--- config.mk ---
export PLATFORM = sky130hd
export DESIGN_NAME = sha_digest_stream
export DESIGN_NICKNAME = d
export VERILOG_FILES = /design/src/rtl/sha_digest_stream.sv
export SDC_FILE = /design/constraint.sdc
export NUM_CORES = 1
export LEC_CHECK = 0
export CELL_PAD_IN_SITES_DETAIL_PLACEMENT = 1
export CELL_PAD_IN_SITES_GLOBAL_PLACEMENT = 1
export CORE_MARGIN = 5
export CORE_UTILIZATION = 40
export DETAILED_ROUTE_END_ITERATION = 16
export GPL_TIMING_DRIVEN = 0
export PLACE_DENSITY = 0.8
export SETUP_SLACK_MARGIN = 0.02
export SYNTH_ARGS = -nofsm -noshare
export SYNTH_HDL_FRONTEND = slang
export SYNTH_SLANG_ARGS = --single-unit
--- constraint.sdc ---
create_clock -name clk -period 2.5 [get_ports clk]
set_input_delay 0.5 -clock clk [delete_from_list [all_inputs] [get_ports clk]]
set_output_delay 0.5 -clock clk [all_outputs]
set_load 0.01 [all_outputs]
--- src/rtl/sha_digest_stream.sv ---
// Holds one SHA digest and streams it MSB word first; word 0 is valid the cycle after Ready.
// Out_Ready low stalls the word in place; a Ready that arrives while busy is dropped and flagged in Overrun.
module sha_digest_stream #(
  parameter int Nk = 256,
  parameter int Nw = 8
) (
  input  logic          clk,
  input  logic          rst,
  input  logic [Nk-1:0] Hash,
  input  logic          Ready,
  output logic [Nw-1:0] Out_Data,
  output logic          Out_Valid,
  input  logic          Out_Ready,
  output logic          Out_Last,
  output logic          Busy,
  output logic          Overrun
);
  localparam int Nd = Nk / Nw;
  localparam int Nc = (Nd > 1) ? $clog2(Nd) : 1;
  localparam logic [Nc-1:0] LAST_CNT = Nc'(Nd - 1);

  typedef enum logic {IDLE, SEND} state_t;

  state_t        r_state, w_state_nxt;
  logic [Nk-1:0] r_sreg, w_sreg_nxt;
  logic [Nc-1:0] r_cnt, w_cnt_nxt;
  logic          r_ovr, w_ovr_nxt;
  logic          w_xfer;
  logic          w_last;

  assign w_last = (r_cnt == LAST_CNT);
  assign w_xfer = (r_state == SEND) && Out_Ready;

  always_ff @(posedge clk or negedge rst) begin
    if (!rst) begin
      r_state <= IDLE;
      r_sreg  <= '0;
      r_cnt   <= '0;
      r_ovr   <= 1'b0;
    end else begin
      r_state <= w_state_nxt;
      r_sreg  <= w_sreg_nxt;
      r_cnt   <= w_cnt_nxt;
      r_ovr   <= w_ovr_nxt;
    end
  end

  always_comb begin
    w_state_nxt = r_state;
    w_sreg_nxt  = r_sreg;
    w_cnt_nxt   = r_cnt;
    w_ovr_nxt   = r_ovr;
    case (r_state)
      IDLE: begin
        if (Ready) begin
          w_sreg_nxt  = Hash;
          w_cnt_nxt   = '0;
          w_state_nxt = SEND;
        end
      end
      SEND: begin
        if (w_xfer && !w_last) begin
          w_sreg_nxt = r_sreg << Nw;
          w_cnt_nxt  = r_cnt + 1'b1;
        end else if (w_xfer) begin
          // Final word leaves this cycle: a coincident Ready chains straight into the next digest.
          if (Ready) begin
            w_sreg_nxt = Hash;
            w_cnt_nxt  = '0;
          end else begin
            w_sreg_nxt  = '0;
            w_cnt_nxt   = '0;
            w_state_nxt = IDLE;
          end
        end
        if (Ready && !(w_xfer && w_last)) begin
          w_ovr_nxt = 1'b1;
        end
      end
      default: w_state_nxt = IDLE;
    endcase
  end

  assign Out_Valid = (r_state == SEND);
  assign Out_Data  = (r_state == SEND) ? r_sreg[Nk-1 -: Nw] : '0;
  assign Out_Last  = (r_state == SEND) && w_last;
  assign Busy      = (r_state == SEND);
  assign Overrun   = r_ovr;
endmodule

# After elaboration in Yosys (flattened, before gate mapping)
# Index checks and enable logic that the tools add are counted.
dict set report totals {
  reg_bits 263
  wordCells 32
}
dict set report classes {
  n_eq_ne 3
  n_addsub 1
  bitwise 1
  reduce_logical 9
  muxes 14
}
# cell n
set op_table {}
lappend op_table {{$mux 256} 4}
lappend op_table {{$pmux 256 s2} 1}
lappend op_table {{$mux 5} 3}
lappend op_table {{$pmux 5 s2} 1}
lappend op_table {{$mux 8} 1}
lappend op_table {{$add 5x1->5 const B} 1}
lappend op_table {{$eq 5x5->1 const B} 1}
lappend op_table {{$logic_and 1x1->1} 5}
lappend op_table {{$reduce_and 2->1} 2}
lappend op_table {{$mux 1} 3}
lappend op_table {{$ne 3x1->1 const B} 1}
lappend op_table {{$logic_not 1->1} 2}
lappend op_table {{$ne 2x2->1 const B} 1}
lappend op_table {{$pmux 1 s2} 1}
lappend op_table {{$not 1->1} 1}

# Longest topological paths before layout
dict set report logic_depth {
  word_depth 5
  depth_mapped 9
}

# Least setup slack after synthesis
# OpenSTA, ideal clock, no wires.
dict set report synth_timing {
  kind {reg-to-reg}
  start {register r_cnt[0]}
  end {register r_sreg[150]}
  t_arrival_ps 1801
  n_path_buf 2
  path_stages_with_launch 8
  period_less_slack_ps 1939
  slack_ps 561
  required_ps 2362
  path_cell_list {dfrtp_1 > ha_1 > and3_1 > ha_1 > a21boi_4 > buf_4 > clkbuf_1 > o22ai_1}
}
dict set report synth_between {
  elab_chain_len 5
  elab_cells_between_ends 7
  cone_classes {eq/ne: 2; mux: 2; reduce/logical: 3}
}
# element line
set synth_rtl {}
lappend synth_rtl {{start, declared} 26} ;# logic [Nc-1:0] r_cnt, w_cnt_nxt;
lappend synth_rtl {{start signal, assigned} 43} ;# r_cnt <= w_cnt_nxt;
lappend synth_rtl {{$eq 5x5->1 *} 31} ;# assign w_last = (r_cnt == LAST_CNT);
lappend synth_rtl {{$logic_not 1->1 *} 62} ;# if (w_xfer && !w_last) begin
lappend synth_rtl {{$logic_and 1x1->1 *} 62}
lappend synth_rtl {{$mux 256 / $ne 3x1->1 (equally long branches)} -}
lappend synth_rtl {{$pmux 256 s2 / $reduce_and 2->1 (equally long branches)} -}
lappend synth_rtl {{end signal, assigned} 42} ;# r_sreg <= w_sreg_nxt;
lappend synth_rtl {{end, declared} 25} ;# logic [Nk-1:0] r_sreg, w_sreg_nxt;
# Mark *: on every way between the ends. The rest lies on a longest branch, timed or not.
# A chain may end at the register's enable or synchronous reset.

# Worst setup path after layout
dict set report layout_timing {
  start {register r_state (netlist: Busy)}
  end {output port Out_Data[3]}
}
dict set report layout_between {
  elab_chain_len 1
}
# element line
set layout_rtl {}
lappend layout_rtl {{start, declared} 24} ;# state_t r_state, w_state_nxt;
lappend layout_rtl {{start signal, assigned} 41} ;# r_state <= w_state_nxt;
lappend layout_rtl {{$mux 8} 85} ;# assign Out_Data = (r_state == SEND) ? r_sreg[Nk-1 -: Nw] : '0;
lappend layout_rtl {{end, declared} 11} ;# output logic [Nw-1:0] Out_Data,
# No other way between the ends.

==> results.sh <==
export IMPL_grt_first_pass_wirelength_um=78800
export IMPL_io_pin_count=272
export IMPL_fin_worst_hold_slack_ps=314
export IMPL_antenna_found_initial=2
export IMPL_cp_top_family="buffers and inverters"
export IMPL_syn_cell_area_mm2=0.0132
export IMPL_maxSlewHeadroom_pct=35.3
export IMPL_grt_setup_unrepaired="no"
export IMPL_htreeDepth=1
export IMPL_final_critical_path_share_of_the_clock_period_pct=96.4
export IMPL_cts_buffers_inserted=29
export IMPL_cp_start_kind="flip-flop"
export IMPL_worst_path_buf_inv=2
export IMPL_synth_top_cells_by_area="sky130_fd_sc_hd__dfrtp_1, sky130_fd_sc_hd__a22oi_1, sky130_fd_sc_hd__o22ai_1"
export IMPL_utilization_pct=53.5
export IMPL_antenna_left=0
export IMPL_numClockSinks=263
export IMPL_die_area_mm2=0.0368
export IMPL_worstMarginPinSlew_ps=944
export IMPL_drt_vias_per_instance=6.58
export IMPL_synth_largest_area_cell="sky130_fd_sc_hd__dfrtp_1"
export IMPL_gpl_final_weighted_congestion=0.853
export IMPL_ys_flop_type="sky130_fd_sc_hd__dfrtp_1"
export IMPL_drt_drc_violations_left=0
export IMPL_grt_start_max_net_pins=113
export IMPL_timing_final_hold_violations=0
export IMPL_slew_viol_final=0
export IMPL_cts_path_max_buffers=3
export IMPL_grt_pass1_vias=13775
export IMPL_root_buffer="sky130_fd_sc_hd__clkbuf_16"
export IMPL_layout_setup_ws_ps=91.2
export IMPL_route_vias_total=13126
export IMPL_critPathSlowestCell="sky130_fd_sc_hd__clkdlybuf4s50_1"
export IMPL_endpoint_type_of_the_worst_setup_path="output port"
export IMPL_clk_pin_slew_ps=70
export IMPL_hpwlAfterDp_um=36200
export IMPL_fin_nets=1797
export IMPL_timing_fmax_mhz=415
export IMPL_max_vdd_ir_drop_mv=0.467
export IMPL_syn_inst=1228
export IMPL_fin_skew_ps=10.3
export IMPL_ys_warn_count=0
export IMPL_timing_setup_critical_path_class="reg2out"
export IMPL_portBuffers=270
export IMPL_cp_depth=3
export IMPL_fin_crit_ps=2410
export IMPL_initial_core_util_pct=40.5
export IMPL_required_worst_endpoint_ps=2000
export IMPL_drt_first_pass_iters=5
export IMPL_ys_types=30
export IMPL_run_status="finished clean"
export IMPL_worstPathCellList="buf_12, and2_1, clkdlybuf4s50_1"
export IMPL_worst_r2r_endpoint="r_sreg[22]"
export IMPL_worst_setup_path_startpoint="Busy"
export IMPL_worst_skew_pair_late_latency_ps=540
export IMPL_r2r_setup_slack_ps=180
export IMPL_first_iter_violations=1213
export IMPL_critPathCapture="Out_Data[3]"
export IMPL_tritoncts="built"
export IMPL_synth_edf_count=0
export IMPL_rows=66
export IMPL_regToRegStartpoint="r_cnt[0]"
export IMPL_worst_hold_path_type="in2reg"
export IMPL_grt_use_total_pct=26.3
export IMPL_power_per_cell_area_mw_per_mm2=855
export IMPL_wirelength_um=50600
export IMPL_die_h_um=192
export IMPL_synthArstFlopShare_pct=100
export IMPL_max_stage_delay_ps=550
export IMPL_cells_on_worst_reg2reg_path=7
export IMPL_layout_cells_most_common_list="sky130_fd_sc_hd__a22oi_1, sky130_fd_sc_hd__clkdlybuf4s50_1, sky130_fd_sc_hd__dfrtp_1, sky130_fd_sc_hd__o22ai_1, sky130_fd_sc_hd__buf_2"
export IMPL_syn_mean_instance_area_um2=10.8
export IMPL_sequential_cell_area_fraction_in_the_yosys_report_pct=49.8
export IMPL_yosysTopAreaCellShare_pct=49.8
export IMPL_timing_final_setup_violations=0
export IMPL_globalRouteOverflowTotal=0
export IMPL_timing_max_cap_violations=0
export IMPL_floorplan_die_width_um=192
export IMPL_p_leak_nw=6.93
export IMPL_crit_path_max_fanout=19
export IMPL_placeableCoreArea_mm2=0.0326
export IMPL_drive_gt1_share_pct=12.0
export IMPL_preCtsSetupSlack_ps=74.7
export IMPL_n_fill_cell=3511
export IMPL_routed_wire_length_per_instance_um=25.4
export IMPL_layout_commonest_cell="sky130_fd_sc_hd__a22oi_1"
export IMPL_area_growth_syn_to_layout_pct=32.0
export IMPL_synth_nets=1491
export IMPL_synth_seq_cells=263
export IMPL_critical_path_arrival_ps=1910
## cell families (layout without fill, tap and decap cells)
group / Yosys count / in the layout / share of synthesized area (%)
fa+ha+maj: 3 / 3 / 0.284
simple gates: 28 / 28 / 1.47
flops: 263 / 263 / 49.8
compound gates: 761 / 761 / 40.9
other cells: 0 / 1 / 0
mux: 2 / 2 / 0.161
buf+inv: 171 / 495 / 7.42
## report_power, final
part | switching, mW | internal [mW] | total [mW]
logic | 1.67 | 2.01 | 3.68
clock network | 1.75 | 2.29 | 4.04
registers | 1.49 | 5.72 | 7.21
## routing by layer
metal	track usage [%]	wire [um]	vias to the layer above
li1	-	-	5720
met1	35.8	21200	6775
met2	43.8	24600	526
met3	4.05	3290	103
met4	7.68	1510	2
met5	0	13	-
## cells in the mapped netlist, types with 2 or more instances
cell                       instances
sky130_fd_sc_hd__buf_2            94
sky130_fd_sc_hd__ha_1              3
sky130_fd_sc_hd__and3b_1           2
sky130_fd_sc_hd__nand4b_1          2
sky130_fd_sc_hd__inv_2             2
sky130_fd_sc_hd__dfrtp_1         263
sky130_fd_sc_hd__and3_1            2
sky130_fd_sc_hd__buf_6            27
sky130_fd_sc_hd__clkbuf_1         42
sky130_fd_sc_hd__o22ai_1         248
sky130_fd_sc_hd__nand3_1           2
sky130_fd_sc_hd__buf_4             5
sky130_fd_sc_hd__and2_1            9
sky130_fd_sc_hd__a22oi_1         495
sky130_fd_sc_hd__a22o_1            9
sky130_fd_sc_hd__nand2_1           5
sky130_fd_sc_hd__o21ai_0           3
sky130_fd_sc_hd__a21oi_1           3
## cell type report
class | instances | area, um^2 | area share, %
antenna | 1 | 2.50 | 0.0143
buffer | 168 | 983 | 5.63
clock buffer | 44 | 842 | 4.82
clock inverter | 5 | 25.0 | 0.143
inverter | 2 | 7.51 | 0.0430
multi-input combinational | 794 | 5670 | 32.5
sequential | 263 | 6580 | 37.7
tap | 442 | 553 | 3.17
timing repair buffer | 276 | 2800 | 16.0
## flip-flops by register name, indices dropped and copies added (netlist names)
name,flops
r_sreg,256
Overrun,1
Busy,1
r_cnt,5
## what timing repair did
item                                    in CTS  in global routing
endpoints found under the setup margin      12                 12
hold endpoints to repair                    44                  0
hold buffers                                 1                  0
cloned                                       0                  0
gates resized for setup                      6                  6
buffers inserted                             2                  1
## tightest hold or removal path, stage by stage
cell and delay, ps:
sky130_fd_sc_hd__buf_6 120, sky130_fd_sc_hd__nand2_1 60, sky130_fd_sc_hd__a31o_2 140
## per-stage QoR
step	TNS (ps)	cells	total power [mW]	cell area, um^2
5_1_grt	0	1995	15.7	17500
3_5_place_dp	0	1942	10.8	16500
6_report	0	1995	14.9	17500
2_1_floorplan	0	1228	9.06	13200
4_1_cts	0	1993	14.9	17400
3_3_place_gp	-2830030	1940	10.5	16500
## how the worst min path moves through the flow
stage / start / end / slack, ps / depth (start not counted)
5_1_grt: Out_Ready / Overrun / 310 / 3
2_1_floorplan: rst / Busy / 200 / 0
3_5_place_dp: rst / r_sreg[189] / 430 / 1
3_3_place_gp: r_sreg[6] / r_sreg[6] / 490 / 1
6_report: Out_Ready / Overrun / 310 / 3
4_1_cts: Out_Ready / Overrun / 290 / 3
No activity file was read; power rests on OpenSTA's default activity.
